File: src/rtl/quad_decoder.sv
// Quadrature (x4) decoder: 2-flop synchronizers, per-channel glitch filters,
// transition decode into a wrapping position counter with a sticky error flag.
module quad_decoder #(
  parameter int WIDTH = 8,
  parameter int FILT  = 2
) (
  input  logic             clk,
  input  logic             clr,
  input  logic             a,
  input  logic             b,
  input  logic             load,
  input  logic [WIDTH-1:0] din,
  input  logic             err_clr,
  output logic [WIDTH-1:0] count,
  output logic             step,
  output logic             dir,
  output logic             wrap,
  output logic             err
);

  localparam logic [3:0]       FILT_LAST = 4'(FILT - 1);
  localparam logic [WIDTH-1:0] ONE       = WIDTH'(1);

  typedef enum logic [1:0] {MV_NONE, MV_UP, MV_DN, MV_ILL} move_e;

  logic             a_m_q, a_s_q, b_m_q, b_s_q;
  logic             a_f_q, a_f_d, b_f_q, b_f_d;
  logic [3:0]       a_cnt_q, a_cnt_d, b_cnt_q, b_cnt_d;
  logic             pa_q, pb_q;
  logic [WIDTH-1:0] count_q, count_d;
  logic             step_q, step_d, dir_q, dir_d, wrap_q, wrap_d, err_q, err_d;
  move_e            move;

  // A filtered level changes only after FILT consecutive disagreeing samples.
  always_comb begin
    a_f_d   = a_f_q;
    a_cnt_d = a_cnt_q;
    if (a_s_q == a_f_q) begin
      a_cnt_d = '0;
    end else if (a_cnt_q == FILT_LAST) begin
      a_f_d   = a_s_q;
      a_cnt_d = '0;
    end else begin
      a_cnt_d = a_cnt_q + 4'd1;
    end
  end

  always_comb begin
    b_f_d   = b_f_q;
    b_cnt_d = b_cnt_q;
    if (b_s_q == b_f_q) begin
      b_cnt_d = '0;
    end else if (b_cnt_q == FILT_LAST) begin
      b_f_d   = b_s_q;
      b_cnt_d = '0;
    end else begin
      b_cnt_d = b_cnt_q + 4'd1;
    end
  end

  // Index is {old A, old B, new A, new B}.
  always_comb begin
    move = MV_NONE;
    case ({pa_q, pb_q, a_f_q, b_f_q})
      4'b0010, 4'b1011, 4'b1101, 4'b0100: move = MV_UP;
      4'b1000, 4'b1110, 4'b0111, 4'b0001: move = MV_DN;
      4'b0011, 4'b1100, 4'b0110, 4'b1001: move = MV_ILL;
      default:                            move = MV_NONE;
    endcase
  end

  always_comb begin
    count_d = count_q;
    step_d  = 1'b0;
    dir_d   = dir_q;
    wrap_d  = 1'b0;
    err_d   = err_clr ? 1'b0 : err_q;
    case (move)
      MV_UP: begin
        step_d  = 1'b1;
        dir_d   = 1'b1;
        count_d = count_q + ONE;
        wrap_d  = &count_q;
      end
      MV_DN: begin
        step_d  = 1'b1;
        dir_d   = 1'b0;
        count_d = count_q - ONE;
        wrap_d  = ~|count_q;
      end
      MV_ILL:  err_d = 1'b1;
      default: ;
    endcase
    // Load overrides the count update only; step/dir still report the decode.
    if (load) begin
      count_d = din;
      wrap_d  = 1'b0;
    end
  end

  always_ff @(posedge clk or posedge clr) begin
    if (clr) begin
      a_m_q   <= 1'b0;
      a_s_q   <= 1'b0;
      b_m_q   <= 1'b0;
      b_s_q   <= 1'b0;
      a_f_q   <= 1'b0;
      b_f_q   <= 1'b0;
      a_cnt_q <= '0;
      b_cnt_q <= '0;
      pa_q    <= 1'b0;
      pb_q    <= 1'b0;
      count_q <= '0;
      step_q  <= 1'b0;
      dir_q   <= 1'b0;
      wrap_q  <= 1'b0;
      err_q   <= 1'b0;
    end else begin
      a_m_q   <= a;
      a_s_q   <= a_m_q;
      b_m_q   <= b;
      b_s_q   <= b_m_q;
      a_f_q   <= a_f_d;
      b_f_q   <= b_f_d;
      a_cnt_q <= a_cnt_d;
      b_cnt_q <= b_cnt_d;
      pa_q    <= a_f_q;
      pb_q    <= b_f_q;
      count_q <= count_d;
      step_q  <= step_d;
      dir_q   <= dir_d;
      wrap_q  <= wrap_d;
      err_q   <= err_d;
    end
  end

  assign count = count_q;
  assign step  = step_q;
  assign dir   = dir_q;
  assign wrap  = wrap_q;
  assign err   = err_q;

endmodule

File: config.mk
export PLATFORM = sky130hd
export DESIGN_NAME = quad_decoder
export DESIGN_NICKNAME = d
export VERILOG_FILES = /design/src/rtl/quad_decoder.sv
export SDC_FILE = /design/constraint.sdc
export NUM_CORES = 1
export LEC_CHECK = 0
export ABC_AREA = 1
export CAP_MARGIN = 20
export CORE_MARGIN = 2
export CORE_UTILIZATION = 30
export CTS_BUF_LIST = sky130_fd_sc_hd__clkbuf_16
export CTS_CLUSTER_DIAMETER = 50
export DETAILED_ROUTE_END_ITERATION = 8
export GPL_TIMING_DRIVEN = 1
export PLACE_DENSITY_LB_ADDON = 0.3
export SLEW_MARGIN = 40
export SYNTH_ARGS = -nofsm -noshare
export SYNTH_HDL_FRONTEND = slang
export SYNTH_SLANG_ARGS = --single-unit
File: constraint.sdc
create_clock -name clk -period 6.05 [get_ports clk]
set_input_delay 1.21 -clock clk [delete_from_list [all_inputs] [get_ports clk]]
set_output_delay 1.21 -clock clk [all_outputs]
set_load 0.02 [all_outputs]
## Word-level counts from Yosys, hierarchy flattened

Memory sizes are Yosys's and may differ from the RTL's.
Cells that the tools add are included.
Widths: inputs -> output; s select.

| word-level totals | value |
|---|---|
| RAM bits | 0 |
| bits in registers | 28 |
| bits in latches | 0 |
| memories | 1 |
| output and inout bits | 12 |
| bits in read-only memories | 32 |
| input bits | 14 |

Memories:

| name | words | width | read ports | clocked after memory_dff | write ports | RTL line | text |
|---|---|---|---|---|---|---|---|
| (name not given) | 16 | 2 | 1 | 0 | 0 | 64 | `case ({pa_q, pb_q, a_f_q, b_f_q})` |

| cells by class | value |
|---|---|
| eq/ne operators | 7 |
| magnitude comparators | 0 |
| div/mod/pow operators | 0 |
| shift operators | 0 |
| reduce and logical (&&, ||, !) cells | 9 |
| muxes and demuxes | 12 |
| bitwise logic cells | 2 |
| $add $sub $neg | 4 |
| $mul | 0 |

Operators with widths:

| cell | number |
|---|---|
| $mux 4 | 4 |
| $pmux 8 s2 | 1 |
| $add 4x1->4 const B | 2 |
| $add 8x1->8 const B | 1 |
| $eq 4x1->1 const B | 2 |
| $mux 8 | 1 |
| $reduce_and 8->1 | 1 |
| $reduce_or 8->1 | 1 |
| $sub 8x1->8 const B | 1 |
| $eq 2x2->1 const B | 2 |
| $mux 1 | 4 |
| $pmux 1 s2 | 2 |
| $reduce_and 2->1 | 2 |
| $reduce_bool 2->1 | 2 |
| $reduce_bool 3->1 | 1 |
| $eq 1x1->1 | 2 |
| $eq 2x1->1 const B | 1 |
| $not 1->1 | 2 |
| $reduce_or 2->1 | 1 |
| $logic_not 1->1 | 1 |

## Logic depth before layout (Yosys ltp)

| logic depth | value |
|---|---|
| depth after elaboration | 4 |
| gate-level depth with buffers | 20 |

## Worst setup path before layout

OpenSTA, ideal clock, no wires.

| path | value |
|---|---|
| kind | register to register |
| start point | reg pb_q |
| end point | reg count_q[4] (netlist: count[4]) |
| setup slack | 3787 ps |
| required time | 5933 ps |
| setup time | 117 ps |
| arrival time | 2146 ps |
| buffers on the path | 1 |
| stages on the path, launching flop included | 20 |
| path through | dfrtp_1 inv_1 nor2_1 inv_1 a32oi_1 inv_1 ha_1 buf_6 nand2_1 nand2_1 inv_1 ha_1 a21o_1 nand2_1 o21ai_2 inv_1 nand2_1 nand3_1 nand2_1 nand2_1 |

| between the ends | value |
|---|---|
| word-level cells in the longest chain between the ends | 4 |
| elaborated cells between the ends (all ways) | 6 |
| those cells by class | eq/ne: 2; mux: 2; reduce/logical: 1; memory: 1 |

Ends and longest elaborated chain:

| item | RTL line | text |
|---|---|---|
| from (decl) | 29 | `logic pa_q, pb_q;` |
| from (signal assigned) | 128 | `pb_q <= b_f_q;` |
| $mem_v2 16x2 (*) | - |  |
| $eq 2x2->1 or $eq 2x1->1 (tied branches) | 78 | `case (move)` |
| $pmux 8 s2 | 78 |  |
| $mux 8 | 95 | `if (load) begin` |
| to (signal assigned) | 129 | `count_q <= count_d;` |
| to (decl) | 30 | `logic [WIDTH-1:0] count_q, count_d;` |

Mark *: on every way between the ends. The rest lies on a longest branch, timed or not.
A chain may end at the register's enable or synchronous reset.

## Final worst setup path

| path | value |
|---|---|
| start point | reg a_f_q |
| end point | reg count_q[6] (netlist: count[6]) |

| between the ends | value |
|---|---|
| word-level cells in the longest chain between the ends | 4 |
| elaborated cells between the ends (all ways) | 6 |
| those cells by class | eq/ne: 2; mux: 2; reduce/logical: 1; memory: 1 |

Ends and longest elaborated chain:

| item | RTL line | text |
|---|---|---|
| from (decl) | 27 | `logic a_f_q, a_f_d, b_f_q, b_f_d;` |
| from (signal assigned) | 107 | `a_f_q <= 1'b0;` |
| from (signal assigned) | 123 | `a_f_q <= a_f_d;` |
| $mem_v2 16x2 (*) | - |  |
| $eq 2x2->1 or $eq 2x1->1 (tied branches) | 78 |  |
| $pmux 8 s2 | 78 |  |
| $mux 8 | 95 |  |

Marked as above.

==> flow_metrics.env <==
export IMPL_run_status="finished clean"
export IMPL_crit_path_max_fanout=13
export IMPL_drc_errors=0
export IMPL_insertedDiodeCount=0
export IMPL_ant_nets=0
export IMPL_drive_above_1_share_pct=5.86
export IMPL_drt_iter0_drc=69
export IMPL_tritoncts="yes"
export IMPL_setup_viol=0
export IMPL_path_class="register to register"
export IMPL_floorplan_rows=27
export IMPL_clock_latency_at_the_later_pin_of_the_worst_skew_pair_ns=0.26
export IMPL_cp_data_arrival_time_ns=2.81
export IMPL_first_global_vias=1374
export IMPL_grt_antenna_before_repair=0
export IMPL_switching_share_pct=49.8
export IMPL_hpwlAfterDp_um=2810
export IMPL_cpMaxStageDelayCell="dfrtp_1"
export IMPL_synthDistinctLibCells=31
export IMPL_synth_most_common_cell="nand2_1"
export IMPL_drtPass1Iterations=4
export IMPL_critPathRequiredTime_ns=6.20
export IMPL_setup_tns_ns=0
export IMPL_syn_mean_instance_area_um2=7.42
export IMPL_power_ir_vdd_worst_mv=0.201
export IMPL_synth_ff_type="dfrtp_1"
export IMPL_critPathCaptureType="register"
export IMPL_critPathLaunchType="register"
export IMPL_synth_enable_flop_cells=0
export IMPL_share_comb_of_total_power_pct=63.9
export IMPL_cts_setup_buffers=0
export IMPL_number_of_max_slew_violations_in_the_final_report=0
export IMPL_async_reset_ff_share_pct=100
export IMPL_wl_per_cell_um=11.2
export IMPL_design_portCount=26
export IMPL_total_nets_after_synthesis=253
export IMPL_layout_nets=280
export IMPL_worst_hold_path_type="register to register"
export IMPL_internal_power_uw=674
export IMPL_final_area_um2=2100
export IMPL_critical_path_n_buffers_inverters=5
export IMPL_fill_cells=578
export IMPL_core_area_um2=5510
export IMPL_timing_fmax_ghz=0.376
export IMPL_grt_first_pass_wirelength_um=6180
export IMPL_overflow_after_grt=0
export IMPL_finalWirelength_um=3680
export IMPL_power_density_cell_area_nw_per_um2=638
export IMPL_p_sw_uw=669
export IMPL_vias_per_cell=4.48
export IMPL_syn2layout_area_growth_pct=23.3
export IMPL_timing_hold_violations_final=0
export IMPL_syn_cell_area_um2=1710
export IMPL_place_port_buffers=25
export IMPL_synth_cells=230
export IMPL_timing_critical_path_mode_cell="nand2_1"
export IMPL_crit_chain="inv_1, nor2_1, inv_1, a32oi_1, inv_1, ha_1, inv_2, nand2_1, nand2_1, inv_1, ha_1, a21o_1, nand4_1, nand2_1, nand2_1, nand3_1, nand2_1, nand2_1"
export IMPL_p_leak_nw=1.07
export IMPL_yosys_top_cells_count="nand2_1 (63), inv_1 (36), nor2_1 (31), dfrtp_1 (28), nand3_1 (18)"
export IMPL_cts_repair_resize_count=0
export IMPL_gp_congestion=0.869
export IMPL_seq_power_share_pct=24.9
export IMPL_dr_total_vias=1469
export IMPL_rsz_0062_raised_after_global_routing="false"
export IMPL_worst_path_dominant_cell_family="simple AND/OR/NAND/NOR gates"
export IMPL_clock_skew_ns=0.00801
export IMPL_worst_slew_pin_slew_ns=0.582
export IMPL_clock_power_share_pct=11.2
export IMPL_netlist_area_leader_share_pct=41.1
export IMPL_drv_max_cap_violation_count=0
export IMPL_multiInputGateArea_um2=842
export IMPL_slowest_delay_ns=0.42
export IMPL_cts_inserted_buffers=3
export IMPL_cts_hold_repair_buffers=0
export IMPL_cts_root_buf="clkbuf_16"
export IMPL_synth_warnings=0
export IMPL_grt_use_total_pct=12.3
export IMPL_yosys_area_top_type="dfrtp_1"
export IMPL_htreeDepth=1
export IMPL_worst_slew_margin_rel_pct=61.1
export IMPL_synth_top_cells_by_area="dfrtp_1 (41%), nand2_1 (14%), inv_1 (7.9%), nor2_1 (6.8%), ha_1 (6.6%)"
export IMPL_timing_final_crit_period_ns=2.66
export IMPL_clk_pin_slew_worst_paths_ns=0.07
export IMPL_floorplan_initialDensity_pct=31.0
export IMPL_die_w_um=79.4
export IMPL_final_min_period_over_clock_period_pct=44.0
export IMPL_seq_area_um2=701
export IMPL_cts_sink_count=28
export IMPL_dpl_instance_area_um2=2030
export IMPL_grt_start_max_net_pins=29
export IMPL_seq_area_frac_synth_pct=41.1
export IMPL_flops_latches_synth=28
export IMPL_cts_path_max_buffers=2
export IMPL_die_height_um=79.4
export IMPL_die_area_um2=6310
power by group through the flow:
stage | Combinational [mW] | Clock (mW) | Sequential (mW)
final | 0.859 | 0.150 | 0.334
after CTS | 0.865 | 0.158 | 0.335
after detailed placement | 0.860 | 0 | 0.338
after global routing | 0.976 | 0.166 | 0.346
after floorplan | 0.603 | 0 | 0.370
after global placement | 0.856 | 0 | 0.339
metrics by stage:
step	utilization [%]	total power, mW	cells	setup slack (ns)	hold slack, ns
final	38.2	1.34	328	3.39	0.356
after global routing	38.2	1.49	328	3.11	0.370
after CTS	38.2	1.36	328	3.38	0.361
after detailed placement	36.8	1.20	324	3.22	0.340
after global placement	36.8	1.19	324	3.18	0.332
after floorplan	-	0.973	230	3.79	0.331
cell type report:
type	count	area share, %
clock inverters	1	0.178
inverters	38	6.78
clock buffers	3	3.57
repair buffers	25	11.9
flip-flops and latches	28	33.3
multi-input cells	161	40.0
well taps	72	4.28
logic make-up (layout without fill, tap and decap cells):
| family | count (synthesis) | after routing | share of synthesized area, % |
|---|---|---|---|
| AND/OR/NAND/NOR | 126 | 126 | 31.3 |
| buffers and inverters | 41 | 67 | 9.60 |
| flip-flops | 28 | 28 | 41.1 |
| AO/OA/AOI/OAI | 19 | 19 | 7.85 |
| adder cells (fa/ha/maj) | 9 | 9 | 6.60 |
| XOR/XNOR | 7 | 7 | 3.59 |
state kept, by name, indices dropped and copies added (netlist names):
register  flops
b_f_q         1
count         8
pa_q          1
b_cnt_q       4
a_s_q         1
pb_q          1
wrap          1
a_f_q         1
b_s_q         1
dir           1
a_cnt_q       4
err           1
step          1
a_m_q         1
b_m_q         1
routing by layer:
layer  GRT usage [%]  share of wire, %
met1            16.4                49
met2            19.8                45
met3            2.71               4.7
met4            4.14               1.5
met5               0                 0
worst register-to-register path, delay by kind of cell (launching register included):
family	cells	cell delay [ns]
compound gates	2	0.45
fa+ha+maj	2	0.54
buf+inv	5	0.46
flops	1	0.42
simple gates	9	0.67
cells in the final DEF, fill, tap and decap left out, drive strengths merged, types with 4 or more instances in the layout:
cell type	Yosys	layout
a21oi	4	4
clkdlybuf4s50	0	25
dfrtp	28	28
ha	9	9
inv	37	37
nand2	68	68
nand3	19	19
nor2	32	32
o21ai	7	7
xor2	5	5
worst paths after layout:
kind                       start  endpoint  slack [ns]  cells after the start
max                        a_f_q  count[6]        3.39                     18
min                        b_m_q     b_s_q        0.36                      0
max reg2reg                a_f_q  count[6]        3.39                     18
min reg2reg                b_m_q     b_s_q        0.36                      0
max in group asynchronous    clr      step        4.33                      2
min in group asynchronous    clr  count[4]        1.33                      2
Power figures use the tool's default switching activity.
